`src/rtl/imm_gen_pkg.sv`:
```
// Shared types, opcodes and the sign-extension helper for the pipelined
// immediate generator.
package imm_gen_pkg;

    // 3-bit format codes as they appear on o_fmt
    typedef enum logic [2:0] {
        FMT_NONE = 3'd0,
        FMT_I    = 3'd1,
        FMT_S    = 3'd2,
        FMT_B    = 3'd3,
        FMT_U    = 3'd4,
        FMT_J    = 3'd5,
        FMT_Z    = 3'd6
    } fmt_e;

    // Major opcodes (instr[6:0]) that carry an immediate
    localparam logic [6:0] OP_IMM   = 7'b0010011;
    localparam logic [6:0] LOAD     = 7'b0000011;
    localparam logic [6:0] JALR     = 7'b1100111;
    localparam logic [6:0] OP_IMM32 = 7'b0011011;
    localparam logic [6:0] STORE    = 7'b0100011;
    localparam logic [6:0] BRANCH   = 7'b1100011;
    localparam logic [6:0] LUI      = 7'b0110111;
    localparam logic [6:0] AUIPC    = 7'b0010111;
    localparam logic [6:0] JAL      = 7'b1101111;
    localparam logic [6:0] SYSTEM   = 7'b1110011;

    // Sign-extend the low 'width' bits of 'value' (width in 1..32) to 64 bits.
    // Callers truncate the result to XLEN with a size cast.
    function automatic logic [63:0] sext_imm(input int unsigned width,
                                             input logic [31:0] value);
        logic [63:0] mask;
        logic [63:0] wide;
        logic [63:0] shifted;
        mask    = (64'd1 << width) - 64'd1;
        wide    = {32'd0, value} & mask;
        shifted = wide >> (width - 1);
        if (shifted[0]) begin
            wide = wide | ~mask;
        end
        return wide;
    endfunction

endpackage

```
`src/rtl/imm_decode_core.sv`:
```
// Combinational format classifier and immediate builder for one 32-bit
// instruction word. Result width is XLEN; sign always comes from instr[31].
// Optional feature: define IMM_ZICSR_EN to decode CSR-immediate forms as Z.
module imm_decode_core
    import imm_gen_pkg::*;
#(
    parameter int XLEN = 32
) (
    input  logic [31:0]     instr,
    output fmt_e            fmt,
    output logic [XLEN-1:0] imm
);

    // Opcode decode; anything unrecognised yields NONE with a zero immediate
    always_comb begin
        fmt = FMT_NONE;
        imm = '0;
        case (instr[6:0])
            OP_IMM, LOAD, JALR, OP_IMM32: begin
                fmt = FMT_I;
                imm = XLEN'(sext_imm(12, {20'd0, instr[31:20]}));
            end
            STORE: begin
                fmt = FMT_S;
                imm = XLEN'(sext_imm(12, {20'd0, instr[31:25], instr[11:7]}));
            end
            BRANCH: begin
                fmt = FMT_B;
                imm = XLEN'(sext_imm(13, {19'd0, instr[31], instr[7],
                                          instr[30:25], instr[11:8], 1'b0}));
            end
            LUI, AUIPC: begin
                fmt = FMT_U;
                imm = XLEN'(sext_imm(32, {instr[31:12], 12'd0}));
            end
            JAL: begin
                fmt = FMT_J;
                imm = XLEN'(sext_imm(21, {11'd0, instr[31], instr[19:12],
                                          instr[20], instr[30:21], 1'b0}));
            end
            SYSTEM: begin
`ifdef IMM_ZICSR_EN
                // funct3[2] set selects the uimm CSR forms (csrrwi/csrrsi/csrrci)
                if (instr[14]) begin
                    fmt = FMT_Z;
                    imm = XLEN'({59'd0, instr[19:15]});
                end else begin
                    fmt = FMT_I;
                    imm = XLEN'(sext_imm(12, {20'd0, instr[31:20]}));
                end
`else
                fmt = FMT_I;
                imm = XLEN'(sext_imm(12, {20'd0, instr[31:20]}));
`endif
            end
            default: begin
                fmt = FMT_NONE;
                imm = '0;
            end
        endcase
    end

endmodule

```
`src/rtl/imm_gen_pipe.sv`:
```
// Pipelined immediate generator: decode in stage 0, then a PIPE_DEPTH-deep
// elastic register chain with backpressure, flush and synchronous reset.
// Optional feature: define IMM_ZICSR_EN to enable the Z (CSR uimm) format.
//
// Handshake: a transfer happens on a rising edge where valid & ready are both
// high. Input side: i_valid/o_ready, o_ready never depends on i_valid.
// Output side: o_valid/i_ready, o_valid is a register bit and, once high,
// holds with a stable payload until the edge where i_ready is seen high.
module imm_gen_pipe
    import imm_gen_pkg::*;
#(
    parameter int XLEN       = 32,
    parameter int PIPE_DEPTH = 1
) (
    input  logic            i_clk,
    input  logic            i_rst,
    input  logic            i_flush,
    input  logic            i_valid,
    output logic            o_ready,
    input  logic [31:0]     i_instr,
    output logic            o_valid,
    input  logic            i_ready,
    output logic [31:0]     o_instr,
    output logic [2:0]      o_fmt,
    output logic [XLEN-1:0] o_imm_data
);

    localparam int LAST = PIPE_DEPTH - 1;

    fmt_e                  dec_fmt;
    logic [XLEN-1:0]       dec_imm;

    logic [PIPE_DEPTH-1:0] v;
    logic [PIPE_DEPTH-1:0] en;
    logic                  en_chain;
    logic [31:0]           instr_q [PIPE_DEPTH];
    fmt_e                  fmt_q   [PIPE_DEPTH];
    logic [XLEN-1:0]       imm_q   [PIPE_DEPTH];

    imm_decode_core #(
        .XLEN (XLEN)
    ) u_decode (
        .instr (i_instr),
        .fmt   (dec_fmt),
        .imm   (dec_imm)
    );

    // Stage enables: a stage may load if it is empty or everything downstream
    // of it can move; bubbles anywhere downstream therefore collapse.
    always_comb begin
        en       = '0;
        en_chain = i_ready;
        for (int k = LAST; k >= 0; k--) begin
            en_chain = en_chain | ~v[k];
            en[k]    = en_chain;
        end
    end

    // Valid bits and payload registers; reset beats flush beats advance.
    // Payload only loads when a valid entry moves in, so held data stays put.
    always_ff @(posedge i_clk) begin
        if (i_rst) begin
            v <= '0;
            for (int k = 0; k < PIPE_DEPTH; k++) begin
                instr_q[k] <= '0;
                fmt_q[k]   <= FMT_NONE;
                imm_q[k]   <= '0;
            end
        end else if (i_flush) begin
            v <= '0;
        end else begin
            if (en[0]) begin
                v[0] <= i_valid;
                if (i_valid) begin
                    instr_q[0] <= i_instr;
                    fmt_q[0]   <= dec_fmt;
                    imm_q[0]   <= dec_imm;
                end
            end
            for (int k = 1; k < PIPE_DEPTH; k++) begin
                if (en[k]) begin
                    v[k] <= v[k-1];
                    if (v[k-1]) begin
                        instr_q[k] <= instr_q[k-1];
                        fmt_q[k]   <= fmt_q[k-1];
                        imm_q[k]   <= imm_q[k-1];
                    end
                end
            end
        end
    end

    assign o_ready    = en[0];
    assign o_valid    = v[LAST];
    assign o_instr    = instr_q[LAST];
    // Format and immediate read as zero whenever no entry is presented
    assign o_fmt      = v[LAST] ? fmt_q[LAST] : FMT_NONE;
    assign o_imm_data = v[LAST] ? imm_q[LAST] : '0;

endmodule

```
`config.mk`:
```
export PLATFORM = sky130hd
export DESIGN_NAME = imm_gen_pipe
export DESIGN_NICKNAME = d
export VERILOG_FILES = /design/src/rtl/imm_gen_pkg.sv /design/src/rtl/imm_decode_core.sv /design/src/rtl/imm_gen_pipe.sv
export SDC_FILE = /design/constraint.sdc
export NUM_CORES = 1
export LEC_CHECK = 0
export ABC_AREA = 1
export CORE_ASPECT_RATIO = 1.75
export CORE_UTILIZATION = 45
export CTS_CLUSTER_DIAMETER = 150
export DETAILED_ROUTE_END_ITERATION = 8
export GPL_ROUTABILITY_DRIVEN = 1
export PLACE_DENSITY = 0.81
export RECOVER_POWER = 25
export SLEW_MARGIN = 20
export SYNTH_ARGS = -nofsm -noshare
export SYNTH_HDL_FRONTEND = slang
export SYNTH_HIERARCHICAL = 1
export SYNTH_SLANG_ARGS = --single-unit
export TNS_END_PERCENT = 20
```
`constraint.sdc`:
```
create_clock -name i_clk -period 3.2 [get_ports i_clk]
set_clock_uncertainty 0.1 [all_clocks]
set_input_delay 0.64 -clock i_clk [delete_from_list [all_inputs] [get_ports i_clk]]
set_output_delay 0.64 -clock i_clk [all_outputs]
set_load 0.01 [all_outputs]
```
==> results_dict.tcl, run 1 <==
set metrics [dict create \
    status "finished, violations left" \
    violations "design-rule violations" \
    clock_latency_ns 0.32 \
    cts_resized 0 \
    syn_inst 434 \
    ys_seq_area_share_pct 54.0 \
    critPathCaptureType "flop" \
    finalHoldViolCount 0 \
    syn-cell-area_um2 3770 \
    grt_max_degree 51 \
    drive_gt1_share_pct 12.4 \
    synth_common_cells "112 x inv_1, 86 x nand2_1, 67 x edfxtp_1" \
    yosysTopAreaCellShare_pct 53.4 \
    synth.largest_area_cell "edfxtp_1" \
    synth_cell_types 21 \
    crit_arrival_ns 2.67 \
    cts_buffers 9 \
    core-area_um2 8020 \
    irDropWorstVdd_v 0.000375 \
    nets 574 \
    worst_hold_path_type "flop to flop" \
    busiest_layer "met2" \
    synth.most_common_cell "inv_1" \
    grt_pass1_wl_um 13400 \
    gp_congestion 0.854 \
    io_pins 106 \
    die_x_um 71.2 \
    synth_nets 471 \
    cts_setup_buffers 0 \
    yosys_warnings 6 \
    drv_slew 0 \
    whs_ns 0.530 \
    post_drt_wl_per_cell_um 13.0 \
    p_leak_nw 2.42 \
    worstMarginPinSlew_ns 1.10 \
    dieArea_um2 8750 \
    antenna_cells 0 \
    avgViaCountPerCell 4.89 \
    antenna_left 0 \
    fmax_mhz 383 \
    synth-seq-cells 68 \
    cts_tree "built" \
    std_cell_rows 43 \
    globalRouteMet1Util_pct 21.3 \
    async_flop_share_pct 0 \
    cts_max_level 3 \
    final_core_util_pct 64.0 \
    routed_wl_um 8210 \
    slew_headroom_pct 26.5 \
    drt-pass1-iter-count 7 \
    grt_use_met3_pct 4.24 \
    antenna_found_initial 0 \
    grt_pass1_vias 2921 \
    area_growth_pct 36.1 \
    setup_viol 0 \
    start_util_pct 47.0 \
    chipHeight_um 123 \
    drt_iter0_markers 209 \
    path_clk_slew_ns 0.05 \
    cts-root-buf "clkbuf_16" \
    cellPowerDensity_nw_per_um2 436 \
    io_buffers 105 \
    drc 9 \
    synth-edff-count 67 \
    dpl.hpwl_um 6080 \
    fin_tns_setup_ns 0 \
    finalCriticalPeriod_ns 2.61 \
    ys.flop_type "edfxtp_1" \
    cts_hold_buffers 0 \
    via_count 3093 \
    synth_area_leaders "edfxtp_1 53%, inv_1 11%, nand2_1 8.6%" \
    rsz0062_at_grt "no" \
    path_max_fanout 13 \
    start_kind "input pin" \
    globalRouteOverflowTotal 0 \
    synth.avg_cell_area_um2 8.68 \
    path_class "input pin to flop" \
    maxCapViolations 0 \
    clock-sinks 68 \
    period_share_pct 81.6 \
    crit_required_ns 3.26 \
    track_usage_pct 20.1 \
    gr-usage-met2_pct 35.8 \
    cts_buffer_depth 2 \
]
report_power, final:
part           switching, mW  internal, mW  total, mW
sequential            0.0124          1.03       1.04
combinational          0.137         0.111      0.247
clock                  0.349         0.598      0.947
cell type report:
type	count	area, um^2
fill	675	2890
sequential	68	2030
multi-input combinational	234	1150
timing repair buffer	111	1120
inverter	113	424
clock buffer	9	225
tap	90	113
clock inverter	7	67.6
critical path, stage by stage:
cell and delay, ns:
clkdlybuf4s50_1 0.62, inv_1 0.07, nor2_1 0.59, nand2_1 0.17, nand2_2 0.21, nand2_1 0.10, nand3_1 0.11, inv_1 0.07
nor2_2 0.10
sequential cells by signal, summed over array words and instances, names as in the netlist:
name and flops:
fmt_q 3, imm_q 32, instr_q 32, o_valid 1
per-stage QoR:
step / setup slack, ns / power, mW / cell area, um^2 / std cells
after global routing: 0.419 / 2.31 / 5130 / 632
after floorplan: 0.361 / 1.17 / 3770 / 434
after CTS: 0.657 / 2.26 / 5140 / 632
final: 0.589 / 2.23 / 5130 / 632
after detailed placement: 0.358 / 1.31 / 4840 / 616
after global placement: 0.462 / 1.31 / 4840 / 616
cells in the final DEF (no fill, tap or decap), types with 2 or more instances in the layout:
cell type and n:
edfxtp_1 67, nand2_2 6, buf_12 2, buf_4 3, nor2_1 43, nand2_4 4
clkinv_1 2, dlygate4sd3_1 24, inv_1 112, clkdlybuf4s50_1 81, clkinv_4 2, nand3_1 39
nand2_1 85, nand4_1 19, nor3_4 2, clkbuf_16 9, nor2_2 32
final timing paths:
check / cells past startpoint / from / end / slack [ns]
hold reg to reg: 2 / o_valid / o_valid / 0.53
setup reg to reg: 4 / o_valid / instr_q[0][24] / 1.05
setup / recovery: 9 / i_instr[4] / imm_q[0][18] / 0.59
hold / removal: 2 / o_valid / o_valid / 0.53
cells by family after synthesis:
family | Yosys count | synth area share (%)
AND/OR/NAND/NOR | 233 | 30.4
flip-flops | 68 | 54.0
AO/OA/AOI/OAI | 1 | 0.133
buffers and inverters | 132 | 15.5
routing by layer:
layer / vias to the layer above / wire, um
met3: 28 / 445
met2: 126 / 4380
li1: 1535 / -
met5: - / 0
met4: 0 / 321
met1: 1404 / 3060
Power figures use the tool's default switching activity.
==> run 2: changes to the inputs <==
clock period = 2.7 ns   (was 3.2 ns; I/O delays follow)
==> run 2 against run 1 <==
Net effect:
- core utilization decreased by 0.45 points
- cell count increased by 0.63%
- register-to-register slack got worse by 0.31 ns
- largest cell class unchanged
- die area unchanged
- total power increased by 13%
- via count decreased by 0.68%
- the run still ends with design-rule violations left
==> results_dict.tcl, run 2 (synthesis gave the netlist of run 1 again) <==
set metrics [dict create \
    globalRouteOverflowTotal 0 \
    fin_tns_setup_ns 0 \
    io_buffers 105 \
    cellPowerDensity_nw_per_um2 494 \
    start_util_pct 47.0 \
    grt_pass1_wl_um 13200 \
    gp_congestion 0.818 \
    path_clk_slew_ns 0.05 \
    crit_arrival_ns 2.21 \
    layout_commonest_cell "inv_1" \
    routed_wl_um 8010 \
    clock_latency_ns 0.33 \
    via_count 3072 \
    worst_hold_path_type "flop to flop" \
    drt-pass1-iter-count 8 \
    area_growth_pct 35.2 \
    min_path_cells 3 \
    fmax_mhz 422 \
    grt_max_degree 68 \
    drive_gt1_share_pct 12.1 \
    whs_endpoint "o_valid" \
    nets 579 \
    maxCapViolations 0 \
    path_max_fanout 44 \
    start_kind "input pin" \
    drv_slew 0 \
    period_share_pct 87.7 \
    std_cell_rows 43 \
    multiInputGateArea_um2 1140 \
    cts_resized 0 \
    antenna_cells 0 \
    setup_viol 0 \
    cts_buffer_depth 2 \
    fill_cells 656 \
    chipHeight_um 123 \
    drt_iter0_markers 189 \
    rsz0062_at_grt "no" \
    worstReg2RegEnd "imm_q[0][28]" \
    dpl.hpwl_um 6170 \
    die_x_um 71.2 \
    reg2reg_slack_ns 0.74 \
    p_leak_nw 2.39 \
    core-area_um2 8020 \
    io_pins 106 \
    cts_max_level 3 \
    irDropWorstVdd_v 0.000457 \
    hp-start "o_valid" \
    grt_pass1_vias 2897 \
    rr_worst_depth 5 \
    top_regs "imm_q (32), instr_q (32), fmt_q (3)" \
    cts_hold_buffers 0 \
    critPathCaptureType "flop" \
    path_class "input pin to flop" \
    antenna_found_initial 0 \
    final_cell_mix "112 x inv_1, 104 x clkdlybuf4s50_1, 85 x nand2_1, 67 x edfxtp_1, 48 x nor2_1" \
    finalCriticalPeriod_ns 2.37 \
    violations "design-rule violations" \
    dieArea_um2 8750 \
    finalHoldViolCount 0 \
    track_usage_pct 20.1 \
    slew_headroom_pct 31.8 \
    final_core_util_pct 63.5 \
    clock-sinks 68 \
    post_drt_wl_per_cell_um 12.6 \
    status "finished, violations left" \
    cts_tree "built" \
    cts-root-buf "clkbuf_16" \
    ff_latch_area_um2 2030 \
    avgViaCountPerCell 4.83 \
    drc 8 \
    antenna_left 0 \
    crit-reg2reg-launch "o_valid" \
    cts_setup_buffers 0 \
    cts_buffers 9 \
    crit_required_ns 2.55 \
    worstMarginPinSlew_ns 1.02 \
]
==> run 2: critical path, cell delays in order <==
cell           delay [ns]
dlygate4sd3_1        0.55
nor2_1               0.17
nand2_1              0.09
nand2_2              0.07
clkbuf_2             0.77
==> run 2: power by group <==
| group | internal, mW | leakage, nW | total (mW) | switching (mW) |
|---|---|---|---|---|
| clock | 0.604 | 0.124 | 0.985 | 0.380 |
| combinational | 0.139 | 1.53 | 0.299 | 0.160 |
| sequential | 1.22 | 0.734 | 1.23 | 0.0145 |
| total | 1.96 | 2.39 | 2.52 | 0.554 |
==> run 2: worst max path at each step <==
stage,slack (ns),start,endpoint
after floorplan,0.60,i_valid,fmt_q[0][0]
after global placement,0.33,i_instr[5],imm_q[0][11]
after detailed placement,0.26,i_instr[6],imm_q[0][19]
after CTS,0.36,o_valid,o_imm_data[6]
after global routing,0.19,i_flush,imm_q[0][27]
final,0.33,i_flush,imm_q[0][28]
==> run 2: per-stage QoR <==
| step | total power, mW | hold slack, ns | instances | worst slack (ns) | instance area, um^2 |
|---|---|---|---|---|---|
| 2_1_floorplan | 1.39 | 0.557 | 434 | 0.602 | 3770 |
| 3_3_place_gp | 1.55 | 0.548 | 621 | 0.329 | 4880 |
| 3_5_place_dp | 1.56 | 0.551 | 621 | 0.257 | 4880 |
| 4_1_cts | 2.55 | 0.559 | 636 | 0.364 | 5130 |
| 5_1_grt | 2.61 | 0.593 | 636 | 0.186 | 5090 |
| 6_report | 2.52 | 0.553 | 636 | 0.332 | 5090 |
==> run 2: cell type report <==
class	instances	area share (%)
Sequential cell	68	39.9
Multi-Input combinational cell	234	22.4
Timing Repair Buffer	116	22.2
Inverter	113	8.33
Clock buffer	11	4.57
Tap cell	90	2.21
Clock inverter	4	0.344
==> run 2: metal layers <==
layer	global-route usage, %	wire length (um)	up-vias
li1	-	-	1543
met1	21.7	3050	1410
met2	36.2	4420	104
met3	4.81	325	15
met4	9.75	221	0
met5	0	0	-
==> run 3: changes to the inputs <==
ABC_CLOCK_PERIOD_IN_PS = 2700   (was not set)
CELL_PAD_IN_SITES_DETAIL_PLACEMENT = 1   (was not set)
CELL_PAD_IN_SITES_GLOBAL_PLACEMENT = 2   (was not set)
CORE_UTILIZATION = 28   (was 45)
PLACE_DENSITY = 0.85   (was 0.81)
==> run 3 against run 2 <==
Net effect:
- cell count increased by 13%
- core utilization decreased by 23 points
- total power increased by 6.4%
- via count increased by 1.4%
- global-route usage decreased by 4.3 points
- largest power group unchanged
- sequential power about the same
- sequential share of layout area decreased by 1.2 points
- design area increased by 3.2%
- fmax decreased by 2.2%
- flip-flop and latch count unchanged
- combinational power increased by 1%
- critical path depth decreased by 1
- the run now ends clean
==> results_dict.tcl, run 3 (synthesis gave the netlist of run 1 again) <==
set metrics [dict create \
    status "complete, no violations" \
    clock_latency_ns 0.33 \
    multiInputGateArea_um2 1150 \
    cellPowerDensity_nw_per_um2 510 \
    start_util_pct 29.0 \
    cts_buffers 9 \
    fin_tns_setup_ns 0 \
    drc 0 \
    stdcell_area_um2 5250 \
    path_class "flop to primary output" \
    drive_gt1_share_pct 12.3 \
    cts_resized 0 \
    drt-pass1-iter-count 4 \
    avgViaCountPerCell 4.35 \
    ff_latch_area_um2 2030 \
    io_pins 106 \
    grt_pass1_vias 3369 \
    antenna_found_initial 0 \
    drt_iter0_markers 125 \
    cts_buffer_depth 2 \
    antenna_cells 0 \
    dpl.hpwl_um 7720 \
    irDropWorstVdd_v 0.000280 \
    period_share_pct 89.7 \
    hp-start "o_valid" \
    cts_hold_buffers 0 \
    rsz0062_at_grt "no" \
    crit_required_ns 2.06 \
    gp_congestion 0.802 \
    finalHoldViolCount 0 \
    cts-root-buf "clkbuf_16" \
    fmax_mhz 413 \
    p_leak_nw 2.43 \
    setup_viol 0 \
    chipHeight_um 155 \
    drv_slew 0 \
    whs_ns 0.573 \
    worstMarginPinSlew_ns 0.890 \
    crit-reg2reg-launch "o_valid" \
    critPathCaptureType "primary output" \
    area_growth_pct 39.5 \
    slew_headroom_pct 40.7 \
    globalRouteOverflowTotal 0 \
    top_regs "imm_q (32), instr_q (32), fmt_q (3)" \
    grt_pass1_wl_um 16300 \
    die_x_um 89.7 \
    via_count 3114 \
    layout_commonest_cell "inv_1" \
    worst_hold_path_type "flop to flop" \
    routed_wl_um 10000 \
    maxCapViolations 0 \
    cts_setup_buffers 0 \
    dieArea_um2 13900 \
    std_cell_rows 55 \
    path_clk_slew_ns 0.05 \
    setup.worst_path.start "o_valid" \
    placed_cell_area_um2 4990 \
    track_usage_pct 15.7 \
    final_core_util_pct 40.4 \
    core-area_um2 13000 \
    path_max_fanout 31 \
    clock-sinks 68 \
    cts_max_level 3 \
    post_drt_wl_per_cell_um 14.0 \
    antenna_left 0 \
    crit_chain "buf_12, nand2_1, inv_1, clkdlybuf4s50_1" \
    reg2reg_slack_ns 0.70 \
    fill_cells 1508 \
    worst_path_max_delay_cell "dfxtp_1" \
    finalCriticalPeriod_ns 2.42 \
    cts_tree "built" \
    critPathMaxStageDelay_ns 0.55 \
    crit_arrival_ns 1.78 \
    start_kind "flop" \
    nets 577 \
    grt_max_degree 67 \
    io_buffers 105 \
    final_cell_mix "112 x inv_1, 87 x clkdlybuf4s50_1, 86 x nand2_1, 67 x edfxtp_1, 48 x nor2_1" \
]
## run 3: cell types whose count changed in the layout (fill, tap and decap cells not counted)
cell	change
dlygate4sd3_1	+17
clkinv_4	+1
buf_12	+2
bufinv_16	+1
clkdlybuf4s50_1	-17
clkinvlp_4	+2
nand3_2	-1
nand2_2	-1
clkinv_1	-1
nand3_4	+1
nand2_1	+1
clkbuf_2	-1
buf_4	-3
clkbuf_1	-2
## run 3: final cells by class
class	count	area share [%]
Sequential cell	68	38.7
Multi-Input combinational cell	234	21.8
Timing Repair Buffer	114	21.8
Inverter	113	8.08
Clock buffer	9	4.29
Tap cell	171	4.07
Clock inverter	7	1.29
## run 3: path summary, 6_finish.rpt
kind | end | cells after the start
setup / recovery | o_imm_data[9] | 4
hold / removal | o_valid | 2
setup reg to reg | instr_q[0][26] | 4
hold reg to reg | o_valid | 2
## run 3: metal layers
| metal | wire [um] | vias up | global-route usage, % | part of all wire (%) |
|---|---|---|---|---|
| li1 | - | 1540 | - | - |
| met1 | 3620 | 1490 | 16.0 | 36 |
| met2 | 5860 | 69 | 30.2 | 59 |
| met3 | 319 | 15 | 2.92 | 3.2 |
| met4 | 200 | 0 | 6.27 | 2.0 |
| met5 | 0 | - | 0 | 0 |
## run 3: through the flow
| stage | setup slack (ns) | instances | power, mW |
|---|---|---|---|
| 5_1_grt | 0.173 | 716 | 2.77 |
| 4_1_cts | 0.254 | 716 | 2.73 |
| 2_1_floorplan | 0.602 | 434 | 1.39 |
| 3_5_place_dp | 0.151 | 700 | 1.58 |
| 3_3_place_gp | 0.234 | 700 | 1.56 |
| 6_report | 0.279 | 716 | 2.68 |
## run 3: power breakdown
| part | leakage [nW] | internal, mW | switching, mW | total, mW |
|---|---|---|---|---|
| Combinational | 1.56 | 0.136 | 0.167 | 0.303 |
| Clock | 0.139 | 0.708 | 0.431 | 1.14 |
| Sequential | 0.734 | 1.22 | 0.0169 | 1.23 |
| Total | 2.43 | 2.06 | 0.615 | 2.68 |
## run 3: worst max-delay path, delay by kind of cell (launching register included)
| family | cells | cell delay (ns) |
|---|---|---|
| AND/OR/NAND/NOR | 1 | 0.07 |
| buffers and inverters | 3 | 0.81 |
| flip-flops | 1 | 0.55 |
